<file path="config.mk">
export PLATFORM = sky130hd
export DESIGN_NAME = rf_wb_arbiter
export DESIGN_NICKNAME = d
export VERILOG_FILES = /design/src/rtl/rf_wb_arbiter.sv
export SDC_FILE = /design/constraint.sdc
export NUM_CORES = 1
export LEC_CHECK = 0
export ABC_CLOCK_PERIOD_IN_PS = 3800
export CORE_ASPECT_RATIO = 1.1
export CORE_MARGIN = 2
export CORE_UTILIZATION = 40
export CTS_CLUSTER_DIAMETER = 40
export DETAILED_ROUTE_END_ITERATION = 6
export GPL_ROUTABILITY_DRIVEN = 0
export PLACE_DENSITY = 0.69
export SLEW_MARGIN = 40
export SYNTH_ARGS = -nofsm -noshare
export SYNTH_HDL_FRONTEND = slang
export SYNTH_SLANG_ARGS = --single-unit
</file>
<file path="constraint.sdc">
create_clock -name clk -period 3.8 [get_ports clk]
set_clock_uncertainty 0.2 [all_clocks]
set_input_delay 0.38 -clock clk [delete_from_list [all_inputs] [get_ports clk]]
set_output_delay 0.38 -clock clk [all_outputs]
set_load 0.02 [all_outputs]
</file>
<file path="src/rtl/rf_wb_arbiter.sv">
// rf_wb_arbiter: merges pipeline WB writes and buffered MDU results onto one registered RF write port.
module rf_wb_arbiter #(
  parameter int DEPTH = 2,
  parameter int STARVE_LIMIT = 4
) (
  input  logic        clk,
  input  logic        rstn,
  input  logic        wb_we,
  input  logic [4:0]  wb_wa,
  input  logic [31:0] wb_wd,
  input  logic        mdu_valid,
  output logic        mdu_ready,
  input  logic [4:0]  mdu_wa,
  input  logic [31:0] mdu_wd,
  output logic        rf_RegWrite,
  output logic [4:0]  rf_WA,
  output logic [31:0] rf_WD,
  output logic [31:0] busy_mask,
  output logic        wb_stall
);
  localparam int AW = $clog2(DEPTH);
  localparam int CW = $clog2(DEPTH + 1);
  logic [4:0]       q_wa [DEPTH];
  logic [31:0]      q_wd [DEPTH];
  logic [DEPTH-1:0] q_live;
  logic [AW-1:0]    wr, rd;
  logic [CW-1:0]    count;
  logic [3:0]       age;
  logic             s_we;
  logic [4:0]       s_wa;
  logic [31:0]      s_wd;
  logic             wb_act, push, pop, hwrite, nonempty, head_live;
  function automatic logic [AW-1:0] inc(input logic [AW-1:0] p);
    return (p == AW'(DEPTH - 1)) ? '0 : p + 1'b1;
  endfunction
  assign nonempty  = count != '0;
  assign head_live = q_live[rd];
  assign wb_act    = wb_we && wb_wa != 5'd0;
  assign mdu_ready = rstn && (count < CW'(DEPTH));
  assign push      = mdu_valid && mdu_ready && mdu_wa != 5'd0;
  // Dead heads drain every cycle; live heads only when WB is idle.
  assign pop       = nonempty && (!head_live || !wb_act);
  assign hwrite    = nonempty && head_live && !wb_act;
  assign wb_stall  = age >= 4'(STARVE_LIMIT);
  always_comb begin
    busy_mask = '0;
    for (int i = 0; i < DEPTH; i++)
      if (q_live[i]) busy_mask[q_wa[i]] = 1'b1;
  end
  always_ff @(posedge clk or negedge rstn) begin
    if (!rstn) begin
      for (int i = 0; i < DEPTH; i++) begin
        q_wa[i] <= '0;
        q_wd[i] <= '0;
      end
      q_live      <= '0;
      wr          <= '0;
      rd          <= '0;
      count       <= '0;
      age         <= '0;
      s_we        <= 1'b0;
      s_wa        <= '0;
      s_wd        <= '0;
      rf_RegWrite <= 1'b0;
      rf_WA       <= '0;
      rf_WD       <= '0;
    end else begin
      for (int i = 0; i < DEPTH; i++)
        if (wb_act && q_wa[i] == wb_wa) q_live[i] <= 1'b0;
      if (pop) begin
        q_live[rd] <= 1'b0;
        rd         <= inc(rd);
      end
      // A result arriving alongside a WB to the same register is already stale.
      if (push) begin
        q_wa[wr]   <= mdu_wa;
        q_wd[wr]   <= mdu_wd;
        q_live[wr] <= !(wb_act && wb_wa == mdu_wa);
        wr         <= inc(wr);
      end
      count <= count + CW'(push) - CW'(pop);
      age   <= (!nonempty || pop) ? 4'd0 : (head_live && age < 4'(STARVE_LIMIT)) ? age + 4'd1 : age;
      s_we  <= wb_act || hwrite;
      if (wb_act) begin
        s_wa <= wb_wa;
        s_wd <= wb_wd;
      end else if (hwrite) begin
        s_wa <= q_wa[rd];
        s_wd <= q_wd[rd];
      end
      rf_RegWrite <= s_we;
      if (s_we) begin
        rf_WA <= s_wa;
        rf_WD <= s_wd;
      end
    end
  end
endmodule

</file>
Yosys cells after proc, flatten, opt, wreduce, memory -nomap -nowiden
Index checks and enable logic that the tools add are counted.

Flip-flop bits (word level): 160. Bits of input ports: 78. Output and inout port bits: 72.

$add $sub $neg: 5. Magnitude comparators: 14. Eq/ne operators: 3. Muxes and demuxes: 37. Bitwise gates (word level): 5. Reduce and logical (&&, ||, !) cells: 28.

Operators by type and width (number): two-way mux 32 bit (8); bitwise mux 64 bit (1); demux 32 bit (select 1 bit) (1); bitwise OR 32 bit (1); two-way mux 5 bit (6); logical AND 1 bit (16); == test 5 bit (3); less-than comparator 5 x 6 -> 1 bit, second input constant (2); bitwise mux 10 bit (1); demux 1 bit (select 5 bit) (2); greater-or-equal comparator 5 x 1 -> 1 bit, second input constant (2); two-way mux 1 bit (10); nonzero test 5 bit (2); two-way mux 4 bit (2); nonzero test 2 bit (3); demux 5 bit (select 1 bit) (1); adder 4 x 1 -> 4 bit, second input constant (1); greater-or-equal comparator 2 bit, second input constant (2); greater-or-equal comparator 4 x 3 -> 1 bit, second input constant (1); zero test 1 bit (4); less-than comparator 1 x 2 -> 1 bit, second input constant (2); less-than comparator 4 x 3 -> 1 bit, second input constant (1); two-way mux 2 bit (2); NOT 1 -> 2 bit (2); 11 further kinds (16).

Longest topological paths before layout
Depth after elaboration: 9. Mapped depth: 10.

Least setup slack after synthesis
Ideal clock, no wire load.

Path type: input port to flip-flop. Start: in wb_wa[1]. End: reg count[1]. Setup time: 80 ps. Arrival: 2260 ps. Required time: 3520 ps. Setup slack: 1260 ps. Stages on the path: 10. Cell sequence: or4_1 o21a_1 buf_2 buf_2 a21oi_1 ha_1 inv_1 ha_1 xnor2_1 xnor2_1.

Longest elaborated chain between the ends: 6.

Ends and longest elaborated chain: from (decl) (RTL line 9) `input logic [4:0] wb_wa,`; nonzero test 5 bit (RTL line 38) `assign wb_act = wb_we && wb_wa != 5'd0;`; logical AND 1 bit (RTL line 38); zero test 1 bit (RTL line 42) `assign pop = nonempty && (!head_live || !wb_act);`; logical OR 1 bit (RTL line 42); logical AND 1 bit (RTL line 42); subtractor 2 x 1 -> 2 bit (RTL line 81) `count <= count + CW'(push) - CW'(pop);`; to (signal assigned) (RTL line 81); to (decl) (RTL line 27) `logic [CW-1:0] count;`.

Every way passes these cells. A chain may end at the register's enable or synchronous reset.

Final worst setup path
Start: reg q_wa[9] in the netlist's numbering. End: out busy_mask[18].

Longest elaborated chain between the ends: 7.

Ends and longest elaborated chain: from (decl) (RTL line 23) `logic [4:0] q_wa [DEPTH];`; from (signal, indexed assignment) (RTL line 76) `q_wa[wr] <= mdu_wa;`; less-than comparator 5 x 6 -> 1 bit (implied by the code) or greater-or-equal comparator 5 x 1 -> 1 bit (tied branches) (RTL line 48) `if (q_live[i]) busy_mask[q_wa[i]] = 1'b1;`; logical AND 1 bit (implied by the code) (RTL line 48); two-way mux 1 bit (implied by the code) (RTL line 48); demux 1 bit (select 5 bit) (*) (RTL line 48); two-way mux 32 bit (*) (RTL line 48); bitwise OR 32 bit (no line); two-way mux 32 bit (*) (RTL line 48); to (decl) (RTL line 18) `output logic [31:0] busy_mask,`.

Mark *: on every way between the ends. The rest lies on a longest branch, timed or not.

==> run metrics <==
status finished, final reports clean; CTS Buf Count 17; nets 802; Final Cycle Share 77.7%; sequential share of the synthesized area 54.1%; Die Ht 147 um; worst r2r dst s_wd[16]; most used flip-flop cell after synthesis dfrtp_1; Fin. Hold Viols 0; Fin Setup TNS 0 ns; root buf cell clkbuf_16; Post-Synthesis Cell Area 7400 sq um; mean post-synth cell area 12.6 sq um; critical path endpoint category output pin; Via Count 5215; Max-slew headroom 53.9%; crit path cell chain or3b_2, o22ai_1, clkdlybuf4s50_1; Cells after DPL 944; Horiz. Die Dim 134 um; Post-CTS Resized 0; clock share of power 23.6%; Max IR drop VDD 0.000430 V; CTS hold repair buffers 1; DP HPWL 11.9 mm; Via density 5.34; row cnt 52; Total GRT Usage 18.4%; post-route ant nets 0; Req. time, crit path 3.22 ns; Non-Filler Instances 977; Power Density 792 nW/um^2; PortBufs 149; max incr delay on CP 0.64 ns; H-tree Lvls 4; Internal 5200 uW; CTS sink cnt 160; Critical R2R Launch q_live[0]; Synth Instances 588; Final min period 2.95 ns; CP max stage cell clkdlybuf4s50_1; Yosys reg bits 160; leakage power figure 0.00400 uW; boundary pin count 150; NetSw 2520 uW; final WL 17.3 mm; initial DRC count 278; Post-synth EDFFs 0; Reg power frac 39.1%; first-pass GRT wire length 28.4 mm; startpoint types flip-flop; Core Area 18300 sq um; yosys synthesis warning count 0; Net Sw Frac 32.7%; Slew Limit Fails 0; fmax 339 MHz; vias in the first global route 5563; fraction of layout instances using a drive strength above 1 17.3%; Max-cap violations 0; Synth-to-Final Area Change 31.9%; async set-reset flop share out of synthesis 100%; Max FO, Critical Path 11; CTS max path bufs 2; reg2reg setup slack 1.58 ns; first-pass iteration count of the detailed router 5; Antenna diodes 0; grt ovf 0; kind of critical path flip-flop to output pin; most frequent cells in the layout 158 x dfrtp_1, 148 x clkdlybuf4s50_1, 75 x mux2_2; WP data arrival 2.37 ns; worst-skew pair later-pin latency 0.42 ns; CTS tree built; initial antenna violation count 0; class of the worst hold path primary input to async pin; Worst Reg-to-Reg Cells 5; RSZ-0062 raised after global routing false; # Post-CTS Setup Buffers 0; commonest non-fill, non-tap cell in the layout dfrtp_1; final setup fails 0; Initial Util 40.5%; syn nets 669; Reg clk slew, reported paths 0.06 ns; Comb power frac 37.2%; DRC 0; largest net degree at the start of global routing 58; Netlist cell types 35; Slew @ Worst Pin 0.691 ns; Die Area 19600 sq um; drt wl/cell 17.7 um
==> synthesized netlist by cell type (2+ instances only) <==
| cell type | n | share of area (%) |
|---|---|---|
| and3_1 | 2 | 0.17 |
| nor2_1 | 6 | 0.30 |
| nor3_1 | 2 | 0.14 |
| xor2_1 | 7 | 0.83 |
| nand2_1 | 47 | 2.4 |
| ha_1 | 3 | 0.51 |
| o22ai_1 | 32 | 2.7 |
| o21ai_0 | 3 | 0.20 |
| xnor2_1 | 11 | 1.3 |
| or3_1 | 2 | 0.17 |
| o21ai_1 | 37 | 2.5 |
| nand3_1 | 7 | 0.47 |
| mux2i_1 | 37 | 5.0 |
| clkbuf_1 | 30 | 1.5 |
| nand3b_1 | 10 | 1.0 |
| buf_2 | 12 | 0.81 |
| a21oi_1 | 4 | 0.27 |
| nor2b_1 | 2 | 0.17 |
| nor4_1 | 3 | 0.25 |
| dfrtp_1 | 160 | 54 |
| inv_1 | 5 | 0.25 |
| o211ai_2 | 2 | 0.34 |
| mux2_2 | 75 | 11 |
| mux2_1 | 74 | 11 |
| or3b_2 | 5 | 0.59 |
==> power by group through the flow <==
stage / logic (uW) / registers, uW / clock network (uW)
floorplan: 1870 / 3010 / 0
global placement: 2820 / 3000 / 0
detailed placement: 2910 / 3060 / 0
CTS: 2920 / 3030 / 1860
global route: 3120 / 3130 / 1950
finish: 2880 / 3020 / 1830
==> cell type report <==
cell class,instances,area (sq um)
clock buffers,23,488
clock inverters,9,154
fillers,1541,8520
inverters,5,18.8
multi-input cells,379,3210
flip-flops and latches,160,4010
well taps,243,304
repair buffers,158,1580
==> critical path, delay by kind of cell (launching register included) <==
family          cells  cell delay [ns]
flops               1             0.57
simple gates        1             0.54
buf+inv             1             0.64
compound gates      1             0.21
==> logic make-up after synthesis <==
group           after synthesis  share of synthesized area, %
fa+ha+maj                     3                         0.507
compound gates               82                          6.58
xor+xnor                     18                          2.13
mux                         186                          27.7
simple gates                 90                          6.12
buf+inv                      49                          2.84
flops                       160                          54.1
==> sequential cells by signal, summed over array words and instances (netlist names) <==
register     flops
rd               1
q_wa            10
rf_WA            5
s_wd            32
s_wa             5
rf_RegWrite      1
rf_WD           32
age              4
q_live           2
q_wd            64
s_we             1
wr               1
count            2
==> routing by layer <==
| layer | global-route usage (%) | vias up | part of all wire (%) |
|---|---|---|---|
| met5 | 0 | - | 0 |
| met1 | 21.3 | 2661 | 41 |
| li1 | - | 2373 | - |
| met2 | 33.3 | 157 | 52 |
| met3 | 4.69 | 24 | 5.0 |
| met4 | 5.64 | 0 | 1.6 |
==> stage by stage <==
step	hold WS, ns	setup slack, ns	util (%)	cell area [sq um]	total power (uW)
final	0.282	0.849	53.4	9760	7730
after global routing	0.287	0.780	53.4	9760	8200
after CTS	0.279	0.861	53.4	9760	7820
after detailed placement	0.172	0.715	49.8	9110	5960
after global placement	0.160	0.770	49.8	9100	5820
after floorplan	-0.116	1.26	-	7400	4880
==> how the worst max path moves through the flow <==
stage,start,end,slack [ns],depth (start not counted)
finish,q_wa[9],busy_mask[18],0.85,3
global route,q_wa[9],busy_mask[18],0.78,3
CTS,q_wa[9],busy_mask[16],0.86,3
detailed placement,wb_wa[1],count[1],0.71,9
global placement,wb_wa[1],count[1],0.77,9
floorplan,wb_wa[1],count[1],1.26,10
Note: power is estimated with default switching activity, not from simulation.
